===== src/rtl/sqrt_batch_sequencer.sv =====
// Batch sequencer: walks a block of RAM words, runs each one through the sqrt unit,
// and writes the zero-extended root back at a fixed address offset.
module sqrt_batch_sequencer #(
    parameter int unsigned AW      = 4,
    parameter int unsigned DW      = 8,
    parameter int unsigned RW      = 4,
    parameter int unsigned RES_OFS = 8,
    parameter int unsigned TIMEOUT = 63
) (
    input  logic          CLK,
    input  logic          ResetN,
    input  logic          go,
    input  logic          abort,
    input  logic [AW-1:0] base_addr,
    input  logic [AW:0]   word_cnt,
    output logic          busy,
    output logic          done,
    output logic          err,
    output logic [AW:0]   proc_cnt,
    output logic [AW-1:0] ram_addr,
    output logic          ram_we,
    output logic [DW-1:0] ram_wdata,
    input  logic [DW-1:0] ram_rdata,
    output logic          sqrt_st,
    output logic [DW-1:0] sqrt_n,
    input  logic          sqrt_done,
    input  logic [RW-1:0] sqrt_root
);

    localparam int unsigned CW = AW + 1;
    localparam int unsigned TW = 8;
    localparam logic [CW-1:0] MAX_CNT = CW'(1 << AW);

    typedef enum logic [2:0] {
        S_IDLE,
        S_RD,
        S_CAP,
        S_ST,
        S_WT,
        S_WR,
        S_NX,
        S_FIN
    } state_e;

    state_e        state_q, state_d;
    logic [AW-1:0] cur_q, cur_d;
    logic [CW-1:0] rem_q, rem_d;
    logic [TW-1:0] tmo_q, tmo_d;
    logic [CW-1:0] proc_cnt_q, proc_cnt_d;
    logic          err_q, err_d;
    logic          busy_q, busy_d;
    logic          done_q, done_d;
    logic [AW-1:0] ram_addr_q, ram_addr_d;
    logic          ram_we_q, ram_we_d;
    logic [DW-1:0] ram_wdata_q, ram_wdata_d;
    logic          sqrt_st_q, sqrt_st_d;
    logic [DW-1:0] sqrt_n_q, sqrt_n_d;

    always_ff @(posedge CLK or negedge ResetN) begin
        if (!ResetN) begin
            state_q     <= S_IDLE;
            cur_q       <= '0;
            rem_q       <= '0;
            tmo_q       <= '0;
            proc_cnt_q  <= '0;
            err_q       <= 1'b0;
            busy_q      <= 1'b0;
            done_q      <= 1'b0;
            ram_addr_q  <= '0;
            ram_we_q    <= 1'b0;
            ram_wdata_q <= '0;
            sqrt_st_q   <= 1'b0;
            sqrt_n_q    <= '0;
        end else begin
            state_q     <= state_d;
            cur_q       <= cur_d;
            rem_q       <= rem_d;
            tmo_q       <= tmo_d;
            proc_cnt_q  <= proc_cnt_d;
            err_q       <= err_d;
            busy_q      <= busy_d;
            done_q      <= done_d;
            ram_addr_q  <= ram_addr_d;
            ram_we_q    <= ram_we_d;
            ram_wdata_q <= ram_wdata_d;
            sqrt_st_q   <= sqrt_st_d;
            sqrt_n_q    <= sqrt_n_d;
        end
    end

    // Outputs are computed for the state being entered, so each one is a flop that
    // lines up with the state register; abort simply never enters WR/ST.
    always_comb begin
        state_d     = state_q;
        cur_d       = cur_q;
        rem_d       = rem_q;
        tmo_d       = tmo_q;
        proc_cnt_d  = proc_cnt_q;
        err_d       = err_q;
        ram_addr_d  = ram_addr_q;
        ram_we_d    = 1'b0;
        ram_wdata_d = ram_wdata_q;
        sqrt_st_d   = 1'b0;
        sqrt_n_d    = sqrt_n_q;

        if (abort) begin
            state_d = S_IDLE;
        end else begin
            case (state_q)
                S_IDLE: begin
                    if (go) begin
                        cur_d      = base_addr;
                        rem_d      = (word_cnt > MAX_CNT) ? MAX_CNT : word_cnt;
                        proc_cnt_d = '0;
                        err_d      = 1'b0;
                        if (rem_d == '0) begin
                            state_d = S_FIN;
                        end else begin
                            state_d    = S_RD;
                            ram_addr_d = base_addr;
                        end
                    end
                end
                S_RD: state_d = S_CAP;
                S_CAP: begin
                    sqrt_n_d  = ram_rdata;
                    sqrt_st_d = 1'b1;
                    state_d   = S_ST;
                end
                S_ST: begin
                    tmo_d   = '0;
                    state_d = S_WT;
                end
                S_WT: begin
                    if (sqrt_done) begin
                        ram_wdata_d = DW'(sqrt_root);
                        ram_we_d    = 1'b1;
                        ram_addr_d  = cur_q + AW'(RES_OFS);
                        state_d     = S_WR;
                    end else if (tmo_q == TW'(TIMEOUT)) begin
                        ram_wdata_d = {DW{1'b1}};
                        err_d       = 1'b1;
                        ram_we_d    = 1'b1;
                        ram_addr_d  = cur_q + AW'(RES_OFS);
                        state_d     = S_WR;
                    end else begin
                        tmo_d = tmo_q + TW'(1);
                    end
                end
                S_WR: state_d = S_NX;
                S_NX: begin
                    proc_cnt_d = proc_cnt_q + CW'(1);
                    cur_d      = cur_q + AW'(1);
                    rem_d      = rem_q - CW'(1);
                    if (rem_q == CW'(1)) begin
                        state_d = S_FIN;
                    end else begin
                        state_d    = S_RD;
                        ram_addr_d = cur_q + AW'(1);
                    end
                end
                S_FIN: state_d = S_IDLE;
                default: state_d = S_IDLE;
            endcase
        end

        busy_d = (state_d != S_IDLE);
        done_d = (state_d == S_FIN);
    end

    assign busy      = busy_q;
    assign done      = done_q;
    assign err       = err_q;
    assign proc_cnt  = proc_cnt_q;
    assign ram_addr  = ram_addr_q;
    assign ram_we    = ram_we_q;
    assign ram_wdata = ram_wdata_q;
    assign sqrt_st   = sqrt_st_q;
    assign sqrt_n    = sqrt_n_q;

endmodule


===== config.mk =====
export PLATFORM = sky130hd
export DESIGN_NAME = sqrt_batch_sequencer
export DESIGN_NICKNAME = d
export VERILOG_FILES = /design/src/rtl/sqrt_batch_sequencer.sv
export SDC_FILE = /design/constraint.sdc
export NUM_CORES = 1
export LEC_CHECK = 0
export CAP_MARGIN = 20
export CORE_UTILIZATION = 54
export CTS_CLUSTER_SIZE = 25
export DETAILED_ROUTE_END_ITERATION = 10
export PLACE_DENSITY_LB_ADDON = 0.25
export SLEW_MARGIN = 20
export SYNTH_ARGS = -nofsm -noshare
export SYNTH_HDL_FRONTEND = slang
export SYNTH_SLANG_ARGS = --single-unit

===== constraint.sdc =====
create_clock -name CLK -period 5.3 [get_ports CLK]
set_input_delay 1.06 -clock CLK [delete_from_list [all_inputs] [get_ports CLK]]
set_output_delay 1.06 -clock CLK [all_outputs]
set_load 0.01 [all_outputs]

# --- Word level (Yosys, flattened, before mapping) ---
# Cells that the tools add are included.
word_totals:
  reg_bits: 50
  latchBits: 0
  ram_bits: 0
  mem_bits_ro: 0
  inputBits: 26
  word_cells: 86
  memories: 0
classes:
  add_sub_neg: 5
  n_mul: 0
  n_div: 0
  order_cmp: 1
  n_eq_ne: 17
  n_shift: 0
  mux: 35
  n_bitwise: 1
  n_reduce_logical: 14
ops:
  columns: ["cell", "count"]
  rows:
  - ["$mux W8", 4]
  - ["$mux W4", 6]
  - ["$pmux W3 S8", 1]
  - ["$pmux W5 S2", 2]
  - ["$mux W3", 6]
  - ["$pmux W8 S2", 1]
  - ["$eq A3 B3 Y1 const B", 5]
  - ["$mux W5", 3]
  - ["$ne A2 B2 Y1 const B", 6]
  - ["$pmux W4 S3", 1]
  - ["$mux W1", 9]
  - ["$add A8 B1 Y8 const B", 1]
  - ["$eq A8 B6 Y1 const B", 1]
  - ["$pmux W4 S2", 1]
  - ["$reduce_bool A2 Y1", 4]
  - ["$eq A3 B2 Y1 const B", 2]
  - ["$reduce_and A3 Y1", 2]
  - ["$reduce_and A6 Y1", 1]
  - ["$reduce_bool A3 Y1", 2]
  - ["$add A5 B1 Y5 const B", 1]
  - ["$eq A5 B1 Y1 const B", 1]
  - ["$gt A5 B5 Y1 const B", 1]
  - ["$logic_not A5 Y1", 1]
  - ["$reduce_and A5 Y1", 1]
  - ["10 further kinds", 10]

# --- Longest topological paths before layout ---
# Gate-level depths: netlist (run 1).
depth:
  ltp_word: 8
  depth_mapped: 7
  mapped_depth_nobuf: 6

# --- Least setup slack after synthesis (run 1) ---
# Ideal clock, no wire load.
synth_path:
  path_type: "input port to flip-flop"
  start: "input abort"
  end: "register tmo_q[7]"
  setup_ns: 0.135
  arrival_ns: 2.406
  required_ns: 5.165
  setup_slack_ns: 2.759
  path_stages: 5
  path_cell_list: "buf_2 or4b_4 a211o_1 o311ai_1 o31ai_1"
synth_between:
  elab_chain_len: 2
synth_rtl:
  columns: ["element", "line", "source"]
  rows:
  - ["from (decl)", "13", "input logic abort,"]
  - ["$not A1 Y1 (no line)", null, null]
  - ["$reduce_and A4 Y1 (no line)", null, null]
  - ["to (signal assigned)", "78", "tmo_q <= tmo_d;"]
  - ["to (decl)", "48", "logic [TW-1:0] tmo_q, tmo_d;"]
# No other way between the ends.
# A chain may end at the register's enable or synchronous reset.

# --- Worst setup path after layout (run 1) ---
# Same ends and word-level chain as after synthesis.

==> impl_metrics.toml, run 1 <==
[clocking]
cts-root-buf = "clkbuf_8"
cts_buffer_depth = 2
hold_buffers = 0
htreeDepth = 2
cts_setup_buffers = 0
insertion_delay_ns = 0.29
clkSinkCount = 47
post_cts_resized = 0
cts.reportedPaths.clkPinSlew_ns = 0.08
numCtsBuffers = 5
cts_tree = "yes"

[yosys]
synth_cell_type_count = 54
yosys.area.top_type = "dfrtp_1"
synthArstFlopShare = 1.00
synth_area_um2 = 2560
synth-seq-cells = 47
seq_area_frac_synth = 0.459
ys.flop_type = "dfrtp_1"
synthTopCellsByArea = "dfrtp_1 46%, mux2_2 5.3%, o21ai_0 4.3%"
yosys_warnings = 0
synth_top_area_frac = 0.459
synth_edf_count = 0
syn_inst = 263
synth_fp_nets = 294
avgSynthCellArea_um2 = 9.74

[detailed_routing]
first_pass_iters = 6
wl_um = 5410
wl_per_cell_um = 15.1
via_per_inst = 5.97
drc_errors = 0
final_antenna_net_count = 0
drt-initial-drc-count = 159
num_vias = 2145

[worst_setup_path]
endpoint_kind = "register"
crit_path_max_fanout = 8
critPathArrivalTime_ns = 3.00
required_ns = 5.51
start_kind = "input port"
worstSetupPathType = "in -> reg"

[global_routing]
antenna_found_initial = 0
grt_overflow = 0
grt_max_degree = 48
grt_usage = 0.229
grt_pass1_vias = 2029
grt_pass1_wl_um = 9160

[floorplan]
die_w_um = 70.9
core_um2 = 4440
start_util = 0.576
ios = 56
rows = 24
dieArea_um2 = 5020
die_h_um = 70.9

[timing]
skew_ns = 0.00581
grt_setup_unrepaired = "false"
finalHoldViolCount = 0
slew_headroom = 0.461
fin_crit_ns = 2.79
period_share = 0.527
worstMarginPinSlew_ns = 0.808
fin_setup_tns_ns = 0
setup_violations = 0
drv_slew = 0
fmax_ghz = 0.358

[place]
dpl_cell_area_um2 = 3070
gp_congestion = 0.844
io_buffers = 55
post-dp-hpwl_um = 3870

[final_layout]
finish.net_count = 338
syn_to_final_growth_pct = 23.5
antenna_cells = 0
final_area_um2 = 3160
drive_gt1_frac = 0.0912

[power_and_ir_drop]
p_per_area_nw_per_um2 = 493
p_leak_nw = 1.30
irDropWorstVdd_uv = 282

[outcome]
status = "complete, no violations"

[hold_path]
hold_path.class = "reg -> reg"

[run]
max_cap_viol_count = 0
-- cells in the mapped netlist (all sizes together), types with 5 or more instances --
cell type	number
dfrtp	47
nand2	23
o21ai	23
nor2	20
nand3	14
buf	13
a21oi	12
mux2	12
inv	7
nor2b	6
a31oi	5
clkbuf	5
ha	5
nor3	5
nor4	5
-- cells by family (layout without fill, tap and decap cells) --
group,count (synthesis),count (layout),synth area share
fa+ha+maj,5,5,0.0244
buf+inv,25,69,0.0489
flops,47,47,0.459
simple gates,98,98,0.211
mux,15,15,0.0645
compound gates,69,69,0.178
xor+xnor,4,4,0.0137
-- worst max-delay path, stage by stage --
cell             delay, ns
clkdlybuf4s50_1       0.56
or4b_4                0.58
a211oi_2              0.39
o21ai_1               0.17
o31ai_1               0.24
-- state kept, by name, summed over array words and instances (netlist names) --
name / count
ram_wdata: 5
cur_q: 4
err: 1
sqrt_st: 1
rem_q: 5
sqrt_n: 8
tmo_q: 8
done: 1
ram_we: 1
busy: 1
ram_addr: 4
proc_cnt: 5
state_q: 3
-- path summary, 6_finish.rpt --
check,from,to,slack (ns),cells after the start
worst min register to register,ram_wdata[1],ram_wdata[1],0.51,1
max in group asynchronous,ResetN,rem_q[1],4.14,1
min in group asynchronous,ResetN,tmo_q[5],0.75,1
worst min-delay path,ram_wdata[1],ram_wdata[1],0.51,1
worst max register to register,state_q[2],tmo_q[7],2.99,4
worst max-delay path,abort,tmo_q[7],2.51,5
-- layout by cell type, fill, tap and decap left out, types with 2 or more instances in the layout --
| master | instances |
|---|---|
| o22a_1 | 4 |
| xor2_1 | 2 |
| a21o_1 | 2 |
| o21a_1 | 3 |
| nand2_1 | 23 |
| xnor2_1 | 2 |
| o31ai_1 | 2 |
| and3_1 | 3 |
| nand2b_1 | 3 |
| a211o_1 | 2 |
| clkbuf_8 | 6 |
| a221o_1 | 2 |
| o311ai_1 | 2 |
| or2_2 | 2 |
| dfrtp_1 | 47 |
| nor4_1 | 4 |
| o211ai_1 | 2 |
| or3_1 | 3 |
| mux2i_1 | 3 |
| and4bb_2 | 2 |
| nand4_1 | 2 |
| nor4b_1 | 2 |
| inv_1 | 7 |
| a41oi_1 | 2 |
| nor2_1 | 20 |
| a21oi_1 | 12 |
| nand3_1 | 14 |
| mux2_2 | 12 |
| nor3b_1 | 2 |
| nor3_1 | 5 |
| nor2b_1 | 6 |
| a31oi_1 | 5 |
| o21ai_0 | 22 |
| ha_1 | 5 |
| clkdlybuf4s50_1 | 54 |
-- metal layers --
layer / vias to the layer above / global-route usage / share of wire
li1: 1051 / - / -
met1: 1032 / 0.291 / 0.46
met2: 55 / 0.386 / 0.48
met3: 7 / 0.0641 / 0.045
met4: 0 / 0.0622 / 0.010
met5: - / 0 / 0
-- area by class of cell --
type                            count  area, um2
Clock buffer                        6       82.6
Clock inverter                      1       5.00
Fill cell                         330       1280
Inverter                            7       26.3
Multi-Input combinational cell    191       1260
Sequential cell                    47       1180
Tap cell                           52       65.1
Timing Repair Buffer               55        548
-- where the power goes --
| part | internal [mW] | total, mW | switching, mW | leakage [nW] |
|---|---|---|---|---|
| Clock | 0.102 | 0.215 | 0.113 | 0.0470 |
| Combinational | 0.380 | 0.689 | 0.309 | 0.655 |
| Sequential | 0.491 | 0.654 | 0.162 | 0.594 |
| Total | 0.974 | 1.56 | 0.584 | 1.30 |
-- metrics by stage --
stage               std cells  power (mW)  hold slack, ns   util  worst slack, ns
floorplan                 263        1.08           0.481      -             2.76
global placement          352        1.32           0.489  0.691             2.25
detailed placement        352        1.34           0.493  0.691             2.20
CTS                       359        1.56           0.513  0.711             2.51
global route              359        1.68           0.526  0.712             2.38
finish                    359        1.56           0.511  0.712             2.51
(Power assumes the default switching activity.)
==> run 2: changes to the inputs <==
- CORE_UTILIZATION: 54 -> 51
- clock period: 5.3 -> 2.8 ns (I/O delays scaled with it)
==> run 2 against run 1 <==
Net effect:
- sequential cell count did not move
- register-to-register slack got worse by 2.4 ns
- clock power increased by 140%
- critical path depth up 1
- setup slack worse by 1.9 ns
- non-clock buffer count rose by 5
- critical endpoint is now ram_addr[0]
==> impl_metrics.toml, run 2 (synthesis results as in run 1) <==
[power_and_ir_drop]
p_leak_nw = 1.34
irDropWorstVdd_uv = 614
p_per_area_nw_per_um2 = 951

[final_layout]
drive_gt1_frac = 0.109
syn_to_final_growth_pct = 26.8
final_cell_mix = "54 x clkdlybuf4s50_1, 47 x dfrtp_1, 23 x nand2_1"
multi_input_area_um2 = 1260
regArea_um2 = 1180
mostFrequentLayoutCell = "clkdlybuf4s50_1"
final.fill_count = 378
antenna_cells = 0
final_area_um2 = 3250
finish.net_count = 343

[floorplan]
start_util = 0.535
ios = 56
dieArea_um2 = 5310
core_um2 = 4790
die_h_um = 72.9
rows = 25
die_w_um = 72.9

[detailed_routing]
final_antenna_net_count = 0
wl_um = 5540
via_per_inst = 5.70
wl_per_cell_um = 14.6
first_pass_iters = 4
drc_errors = 0
drt-initial-drc-count = 195
num_vias = 2165

[clocking]
cts-root-buf = "clkbuf_8"
cts.reportedPaths.clkPinSlew_ns = 0.09
clkSinkCount = 47
post_cts_resized = 0
numCtsBuffers = 5
insertion_delay_ns = 0.30
cts_buffer_depth = 2
cts_tree = "yes"
cts_setup_buffers = 0
htreeDepth = 2
hold_buffers = 0

[worst_setup_path]
critPathArrivalTime_ns = 2.40
endpoint_kind = "register"
cp_slowest_cell = "or4b_2"
required_ns = 2.99
slowest_delay_ns = 0.61
worst_r2r_path_depth = 6
worstSetupPathType = "reg -> reg"
crit_path_max_fanout = 4
path_cells = "inv_1, ha_1, or4b_2, o2bb2ai_1, a221o_1, mux2_2"
start_kind = "register"

[outcome]
status = "complete, no violations"

[hold_path]
hold_path.class = "in -> async"

[timing]
finalHoldViolCount = 0
grt_setup_unrepaired = "false"
slew_headroom = 0.561
fmax_ghz = 0.452
drv_slew = 0
worstMarginPinSlew_ns = 0.654
fin_setup_tns_ns = 0
period_share = 0.790
skew_ns = 0.00571
setup_violations = 0
fin_crit_ns = 2.21

[place]
post-dp-hpwl_um = 4100
io_buffers = 55
gp_congestion = 0.866
dpl_cell_area_um2 = 3130

[global_routing]
grt_pass1_vias = 2027
antenna_found_initial = 0
grt_pass1_wl_um = 9250
grt_overflow = 0
grt_usage = 0.227
grt_max_degree = 33

[run]
max_cap_viol_count = 0
-- run 2: cell count changes in the layout (fill, tap and decap cells not counted) --
cell,change
bufinv_16,+1
buf_2,+1
buf_4,+4
-- run 2: layout make-up --
class                   instances  area share
multi-input cells             191       0.388
flip-flops and latches         47       0.362
repair buffers                 60       0.180
well taps                      67      0.0258
clock buffers                   6      0.0254
clock inverters                 2      0.0108
inverters                       7     0.00809
-- run 2: through the flow --
step / util / power (mW) / std cells / hold WS [ns] / setup WS (ns)
4_1_cts: 0.678 / 3.11 / 380 / 0.170 / 0.591
2_1_floorplan: - / 2.05 / 263 / 0.264 / 0.759
3_3_place_gp: 0.654 / 2.54 / 372 / 0.489 / 0.384
3_5_place_dp: 0.654 / 2.59 / 372 / 0.488 / 0.300
6_report: 0.678 / 3.09 / 380 / 0.159 / 0.588
5_1_grt: 0.678 / 3.31 / 380 / 0.175 / 0.459
-- run 2: path summary, 6_finish.rpt --
check | startpoint | end | slack, ns
min in group CLK | err | err | 0.50
worst max register to register | rem_q[1] | ram_addr[0] | 0.59
worst max-delay path | rem_q[1] | ram_addr[0] | 0.59
max in group asynchronous | ResetN | sqrt_n[0] | 1.91
worst min register to register | err | err | 0.50
worst min-delay path | ResetN | tmo_q[5] | 0.16
-- run 2: where the power goes --
group	internal (mW)	leakage, nW	total [mW]	switching [mW]
Combinational	0.742	0.680	1.43	0.687
Sequential	0.931	0.594	1.14	0.207
Clock	0.289	0.0612	0.518	0.229
-- run 2: critical path: cells and delay by family, from the launching register on --
| family | cells | cell delay, ns |
|---|---|---|
| simple gates | 1 | 0.61 |
| compound gates | 2 | 0.48 |
| flops | 1 | 0.39 |
| mux | 1 | 0.36 |
| fa+ha+maj | 1 | 0.17 |
| buf+inv | 1 | 0.09 |
-- run 2: layer usage --
layer | share of wire | up-vias | GRT usage
met4 | 0.013 | 0 | 0.0741
li1 | - | 1055 | -
met3 | 0.046 | 8 | 0.0497
met5 | 0 | - | 0
met1 | 0.45 | 1040 | 0.300
met2 | 0.49 | 62 | 0.374
